<file path="src/rtl/vtiming_gen.sv">
// rtl/vtiming_gen.sv - parametrised vertical timing generator with frame-boundary timing reload
// Optional frame counter output enabled by defining VTIMING_FRAME_CNT_EN.
module vtiming_gen #(
    parameter int CNT_W         = 12,
    parameter int V_VIS_END     = 479,
    parameter int V_BEGIN_PULSE = 489,
    parameter int V_END_PULSE   = 491,
    parameter int V_COUNT_END   = 524,
    parameter int V_INIT        = 524,
    parameter bit SYNC_POL      = 1'b0,
    parameter int CHAR_H        = 16,
    parameter int ROW_W         = 6,
    parameter int FRAME_W       = 8,
    localparam int LINE_W       = $clog2(CHAR_H)
) (
    input  logic              clk,
    input  logic              nrst,
    input  logic              vCountIncr,
    input  logic              cfgValid,
    output logic              cfgReady,
    input  logic [CNT_W-1:0]  cfgVisEnd,
    input  logic [CNT_W-1:0]  cfgBeginPulse,
    input  logic [CNT_W-1:0]  cfgEndPulse,
    input  logic [CNT_W-1:0]  cfgCountEnd,
    output logic              cfgErr,
    output logic [CNT_W-1:0]  vCount,
    output logic              vCountZero,
    output logic              vVisEnd,
    output logic              vBeginPulse,
    output logic              vEndPulse,
    output logic              vCountEnd,
    output logic              vActive,
    output logic              vSync,
    output logic [LINE_W-1:0] charLine,
    output logic [ROW_W-1:0]  charRow,
    output logic              frameStart
`ifdef VTIMING_FRAME_CNT_EN
    ,
    output logic [FRAME_W-1:0] frameCount
`endif
);

    if (CHAR_H < 2 || (CHAR_H & (CHAR_H - 1)) != 0 || FRAME_W < 1) begin : g_bad_param
        $error("vtiming_gen: CHAR_H must be a power of two >= 2 and FRAME_W >= 1");
    end

    logic [CNT_W-1:0]  count_q, count_d;
    logic [CNT_W-1:0]  vis_q, vis_d, beg_q, beg_d, endp_q, endp_d, cend_q, cend_d;
    logic [CNT_W-1:0]  p_vis_q, p_vis_d, p_beg_q, p_beg_d, p_endp_q, p_endp_d, p_cend_q, p_cend_d;
    logic              pend_q, pend_d;
    logic              err_q, err_d;
    logic              sync_q, sync_d;
    logic [LINE_W-1:0] line_q, line_d;
    logic [ROW_W-1:0]  row_q, row_d;
    logic              fstart_q, fstart_d;
    logic              wrap, xfer, legal;
    logic [CNT_W-1:0]  cnt_nxt, end_p1;

    always_comb begin
        wrap    = vCountIncr && (count_q == cend_q);
        xfer    = cfgValid && !pend_q;
        legal   = (cfgVisEnd < cfgBeginPulse) && (cfgBeginPulse <= cfgEndPulse)
                  && (cfgEndPulse < cfgCountEnd);
        cnt_nxt = count_q + CNT_W'(1);
        end_p1  = endp_q + CNT_W'(1);
    end

    always_comb begin
        count_d  = count_q;
        vis_d    = vis_q;
        beg_d    = beg_q;
        endp_d   = endp_q;
        cend_d   = cend_q;
        p_vis_d  = p_vis_q;
        p_beg_d  = p_beg_q;
        p_endp_d = p_endp_q;
        p_cend_d = p_cend_q;
        pend_d   = pend_q;
        err_d    = xfer && !legal;
        sync_d   = sync_q;
        line_d   = line_q;
        row_d    = row_q;
        fstart_d = wrap;

        if (vCountIncr) begin
            if (wrap) begin
                count_d = '0;
                sync_d  = ~SYNC_POL;
                line_d  = '0;
                row_d   = '0;
            end else begin
                count_d = cnt_nxt;
                if (cnt_nxt == beg_q) begin
                    sync_d = SYNC_POL;
                end else if (cnt_nxt == end_p1) begin
                    sync_d = ~SYNC_POL;
                end
                line_d = line_q + LINE_W'(1);
                if (line_q == LINE_W'(CHAR_H - 1)) begin
                    row_d = row_q + ROW_W'(1);
                end
            end
        end

        // A set captured on this cycle's wrap sees pend_q=0 here, so it waits a full frame.
        if (wrap && pend_q) begin
            vis_d  = p_vis_q;
            beg_d  = p_beg_q;
            endp_d = p_endp_q;
            cend_d = p_cend_q;
            pend_d = 1'b0;
        end

        if (xfer && legal) begin
            p_vis_d  = cfgVisEnd;
            p_beg_d  = cfgBeginPulse;
            p_endp_d = cfgEndPulse;
            p_cend_d = cfgCountEnd;
            pend_d   = 1'b1;
        end
    end

    always_ff @(posedge clk) begin
        if (!nrst) begin
            count_q  <= CNT_W'(V_INIT);
            vis_q    <= CNT_W'(V_VIS_END);
            beg_q    <= CNT_W'(V_BEGIN_PULSE);
            endp_q   <= CNT_W'(V_END_PULSE);
            cend_q   <= CNT_W'(V_COUNT_END);
            p_vis_q  <= '0;
            p_beg_q  <= '0;
            p_endp_q <= '0;
            p_cend_q <= '0;
            pend_q   <= 1'b0;
            err_q    <= 1'b0;
            sync_q   <= ~SYNC_POL;
            line_q   <= '0;
            row_q    <= '0;
            fstart_q <= 1'b0;
        end else begin
            count_q  <= count_d;
            vis_q    <= vis_d;
            beg_q    <= beg_d;
            endp_q   <= endp_d;
            cend_q   <= cend_d;
            p_vis_q  <= p_vis_d;
            p_beg_q  <= p_beg_d;
            p_endp_q <= p_endp_d;
            p_cend_q <= p_cend_d;
            pend_q   <= pend_d;
            err_q    <= err_d;
            sync_q   <= sync_d;
            line_q   <= line_d;
            row_q    <= row_d;
            fstart_q <= fstart_d;
        end
    end

`ifdef VTIMING_FRAME_CNT_EN
    logic [FRAME_W-1:0] frame_q;

    always_ff @(posedge clk) begin
        if (!nrst) begin
            frame_q <= '0;
        end else if (wrap) begin
            frame_q <= frame_q + FRAME_W'(1);
        end
    end

    assign frameCount = frame_q;
`endif

    assign cfgReady    = !pend_q;
    assign cfgErr      = err_q;
    assign vCount      = count_q;
    assign vCountZero  = (count_q == '0);
    assign vVisEnd     = (count_q == vis_q);
    assign vBeginPulse = (count_q == beg_q);
    assign vEndPulse   = (count_q == endp_q);
    assign vCountEnd   = (count_q == cend_q);
    assign vActive     = (count_q <= vis_q);
    assign vSync       = sync_q;
    assign charLine    = line_q;
    assign charRow     = row_q;
    assign frameStart  = fstart_q;

endmodule

</file>
<file path="config.mk">
export PLATFORM = sky130hd
export DESIGN_NAME = vtiming_gen
export DESIGN_NICKNAME = d
export VERILOG_FILES = /design/src/rtl/vtiming_gen.sv
export SDC_FILE = /design/constraint.sdc
export NUM_CORES = 1
export LEC_CHECK = 0
export ABC_AREA = 0
export CAP_MARGIN = 10
export CORE_MARGIN = 2
export CORE_UTILIZATION = 50
export CTS_CLUSTER_DIAMETER = 30
export DETAILED_ROUTE_END_ITERATION = 6
export PLACE_DENSITY = 0.75
export REMOVE_ABC_BUFFERS = 1
export SLEW_MARGIN = 40
export SYNTH_ARGS = -nofsm -noshare
export SYNTH_HDL_FRONTEND = slang
export SYNTH_SLANG_ARGS = --single-unit
</file>
<file path="constraint.sdc">
create_clock -name clk -period 2.5 [get_ports clk]
set_clock_uncertainty 0.1 [all_clocks]
set_input_delay 0.375 -clock clk [delete_from_list [all_inputs] [get_ports clk]]
set_output_delay 0.375 -clock clk [all_outputs]
set_load 0.03 [all_outputs]
</file>
==> out/metrics.csv <==
stage,metric,value,unit
setup_path,rr_endpoint,vis_q[2]$_SDFFE_PN1P_,
setup_path,crit_slowest_cell,dfxtp_2,
clocking,postCtsHoldBufs,0,
setup_path,crit_top_cell,a21o_1,
floorplanning,initial_utilization,51.09,%
setup_path,crit_chain,"buf_6, ha_4, a21o_1, a21o_1, a21oi_2, o21ai_1, a21o_1, a21oi_2, buf_6",
worst_hold_path,hp-start,cfgCountEnd[9],
synthesis,syn-cell-area,0.007064,mm^2
power_and_ir_drop,ir_drop,0.5417,mV
final_layout,final_cells,1221,
setup_path,crit_arrival,2.13,ns
final_layout,num-fill-cells,935,
route,num_vias,7173,
clocking,cts_inserted_buffers,17,
final_layout,drive_above_1_share,24.02,%
setup_path,crit_fanout,2,
setup_path,start_kind,register,
route,drt_first_pass_iters,5,
floorplanning,dieArea,0.01510,mm^2
final_layout,multi_input_area,0.004624,mm^2
outcome,failed_checks,setup timing,
timing,rsz0062_at_grt,true,
clocking,cts-root-buf,clkbuf_16,
synthesis,yosysUniqueCellTypes,56,
global_route,grt_max_degree,62,
global_route,antenna_found_initial,1,
timing,relSlewSlack,67.50,%
outcome,status,finished with violations,
setup_path,crit_type,register to output pin,
timing,setup_viol,33,
global_route,grt_pass1_vias,6492,
timing,finalCritPeriodShare,104.3,%
clocking,clock_sinks,122,
global_route,track_usage,29.12,%
clocking,ctsHtreeMaxLevel,4,
setup_path,end_kind,output pin,
route,drc_errors,0,
route,drtAntennaViolNets,0,
route,wl_per_cell,19.88,um
final_layout,syn2layout_area_growth,44.12,%
synthesis,yosys.area.top_type,dfxtp_1,
setup_path,worstPathRequired,2.03,ns
worst_hold_path,holdPathStages,3,
synthesis,yosys_warnings,0,
worst_hold_path,hold_path.class,primary input to register,
timing,drv_slew,0,
power_and_ir_drop,powerDensity,637.8,mW/mm^2
timing,fmax,383.4,MHz
synthesis,ys_seq_area_share,34.57,%
setup_path,reg2regPathDepth,12,
synthesis,async_flop_share,0,%
synthesis,synth_ff_type,dfxtp_1,
placed_design,dp_cells,1160,
floorplanning,core_area,0.01383,mm^2
placed_design,place_area,0.008519,mm^2
final_layout,layout.nets,1131,
final_layout,final_area,0.01018,mm^2
clocking,clockBufferDepth,2,
synthesis,synth_seq_cells,122,
clocking,cts_tree,yes,
synthesis,synth_area_leaders,"dfxtp_1 (35%), nand2_1 (11%), ha_1 (9.0%)",
setup_path,crit-reg2reg-launch,vCount[5]$_SDFFE_PN0P_,
setup_path,r2r_slack,-0.10,ns
setup_path,critPathTopFamily,compound AO/OA/AOI/OAI gates,
synthesis,synth-edff-count,0,
worst_hold_path,holdPathEnd,p_cend_q[9]$_SDFFE_PN0P_,
synthesis,yosysTopAreaCellShare,34.57,%
global_route,grt_pass1_wl,33490,um
route,wirelength,24280,um
timing,tightest_slew,0.4752,ns
placed_design,io_buffers,83,
floorplanning,die_w,122.9,um
timing,hold_viol_final,0,
job,cap_violations,0,
floorplanning,chipHeight,122.9,um
floorplanning,rows,43,
final_layout,regArea,0.002466,mm^2
power_and_ir_drop,leakage,4.463,nW
synthesis,avgSynthCellArea,8.157,um^2
clocking,cts.clk_slew.worst_paths,0.06,ns
placed_design,gp_congestion,0.9293,
synthesis,syn_inst,866,
clocking,clk_latency,0.43,ns
placed_design,dp_hpwl,14090,um
timing,period_minus_slack,2.608,ns
route,vias_per_cell,5.875,
floorplanning,num_io_pins,84,
route,initialDrtViolationCount,750,
setup_path,cp_slowest_stage_delay,0.33,ns
final_layout,antenna_cells,0,
global_route,grt-ovfl-total,0,
timing,worst_slack,-0.1081,ns
setup_path,critPathBufInv,2,
[routing by layer]
layer	GRT usage [%]	up-vias	part of all wire (%)
li1	-	3255	-
met1	36.10	3373	39
met2	48.45	421	48
met3	5.112	122	7.6
met4	14.73	2	5.6
met5	0	-	0.054
[worst max path at each step]
stage	cells after the start	slack [ns]	end	from
global placement	10	-0.68	p_vis_q[6]$_SDFFE_PN0P_	cfgEndPulse[9]
global route	12	-0.21	cend_q[2]$_SDFFE_PN1P_	vCount[5]$_SDFFE_PN0P_
floorplan	6	-2.20	beg_q[10]$_SDFFE_PN0P_	vCount[2]$_SDFFE_PN1P_
finish	9	-0.11	vActive	vCount[5]$_SDFFE_PN0P_
CTS	8	-0.06	vActive	vCount[6]$_SDFFE_PN0P_
detailed placement	10	-0.71	p_cend_q[7]$_SDFFE_PN0P_	cfgEndPulse[9]
[power breakdown]
part           leakage, nW  internal (mW)  switching [mW]  total, mW
sequential           0.993           2.04           0.104       2.14
combinational         3.16          0.769           0.868       1.64
clock                0.306           1.79           0.926       2.72
total                 4.46           4.59            1.90       6.49
[logic make-up after synthesis]
logic type | synth area share (%)
mux | 7.226
flops | 34.57
compound gates | 10.64
xor+xnor | 8.750
simple gates | 23.03
fa+ha+maj | 9.033
buf+inv | 6.748
[cells in the mapped netlist (12+ instances only)]
library cell,instances
ha_1,51
nand4_1,21
a21boi_1,26
clkbuf_1,26
inv_1,55
o21ai_0,12
buf_2,12
nand2_1,209
xnor2_1,42
a21oi_1,25
nand3_1,31
nor2_1,28
dfxtp_1,122
o21ai_1,12
xor2_1,24
mux2i_1,51
[layout by cell type (no fill, tap or decap), types with 23 or more instances in the layout]
master           count
inv_1               51
mux2i_1             48
dfxtp_1            111
nor2_1              28
nand2_1            200
clkbuf_16           23
a21boi_1            24
nand3_1             28
xnor2_1             38
ha_1                30
buf_4               84
clkdlybuf4s50_1     29
dlymetal6s2s_1      23
xor2_1              24
[repair_timing]
item / in CTS / in global routing
pin swaps: 29 / 39
setup endpoints to repair: 53 / 103
resized for setup: 88 / 107
gates cloned: 4 / 9
buffers inserted: 11 / 7
[metrics by stage]
stage	hold WS [ns]	total power, mW	TNS [ns]	util (%)	setup WS, ns
detailed placement	0.3477	3.462	-32.70	61.61	-0.7054
finish	0.1037	6.493	-1.853	73.63	-0.1081
global placement	0.3384	3.438	-32.80	61.61	-0.6839
floorplan	0.3307	2.856	-185.99	-	-2.201
CTS	0.2286	6.270	-0.06347	69.79	-0.06347
global route	0.1131	6.696	-6.273	73.63	-0.2123
[layout make-up]
type                    instances  share of cell area [%]
clock buffers                  20                   4.387
clock inverters                12                   1.929
inverters                      56                   2.065
multi-input cells             637                   45.42
flip-flops and latches        122                   24.22
well taps                     180                   2.212
repair buffers                194                   19.76
[worst min-delay path, stage by stage]
cell and delay, ns:
clkbuf_2 0.09, nand2_1 0.05, mux2i_1 0.05
Power figures use the tool's default switching activity.
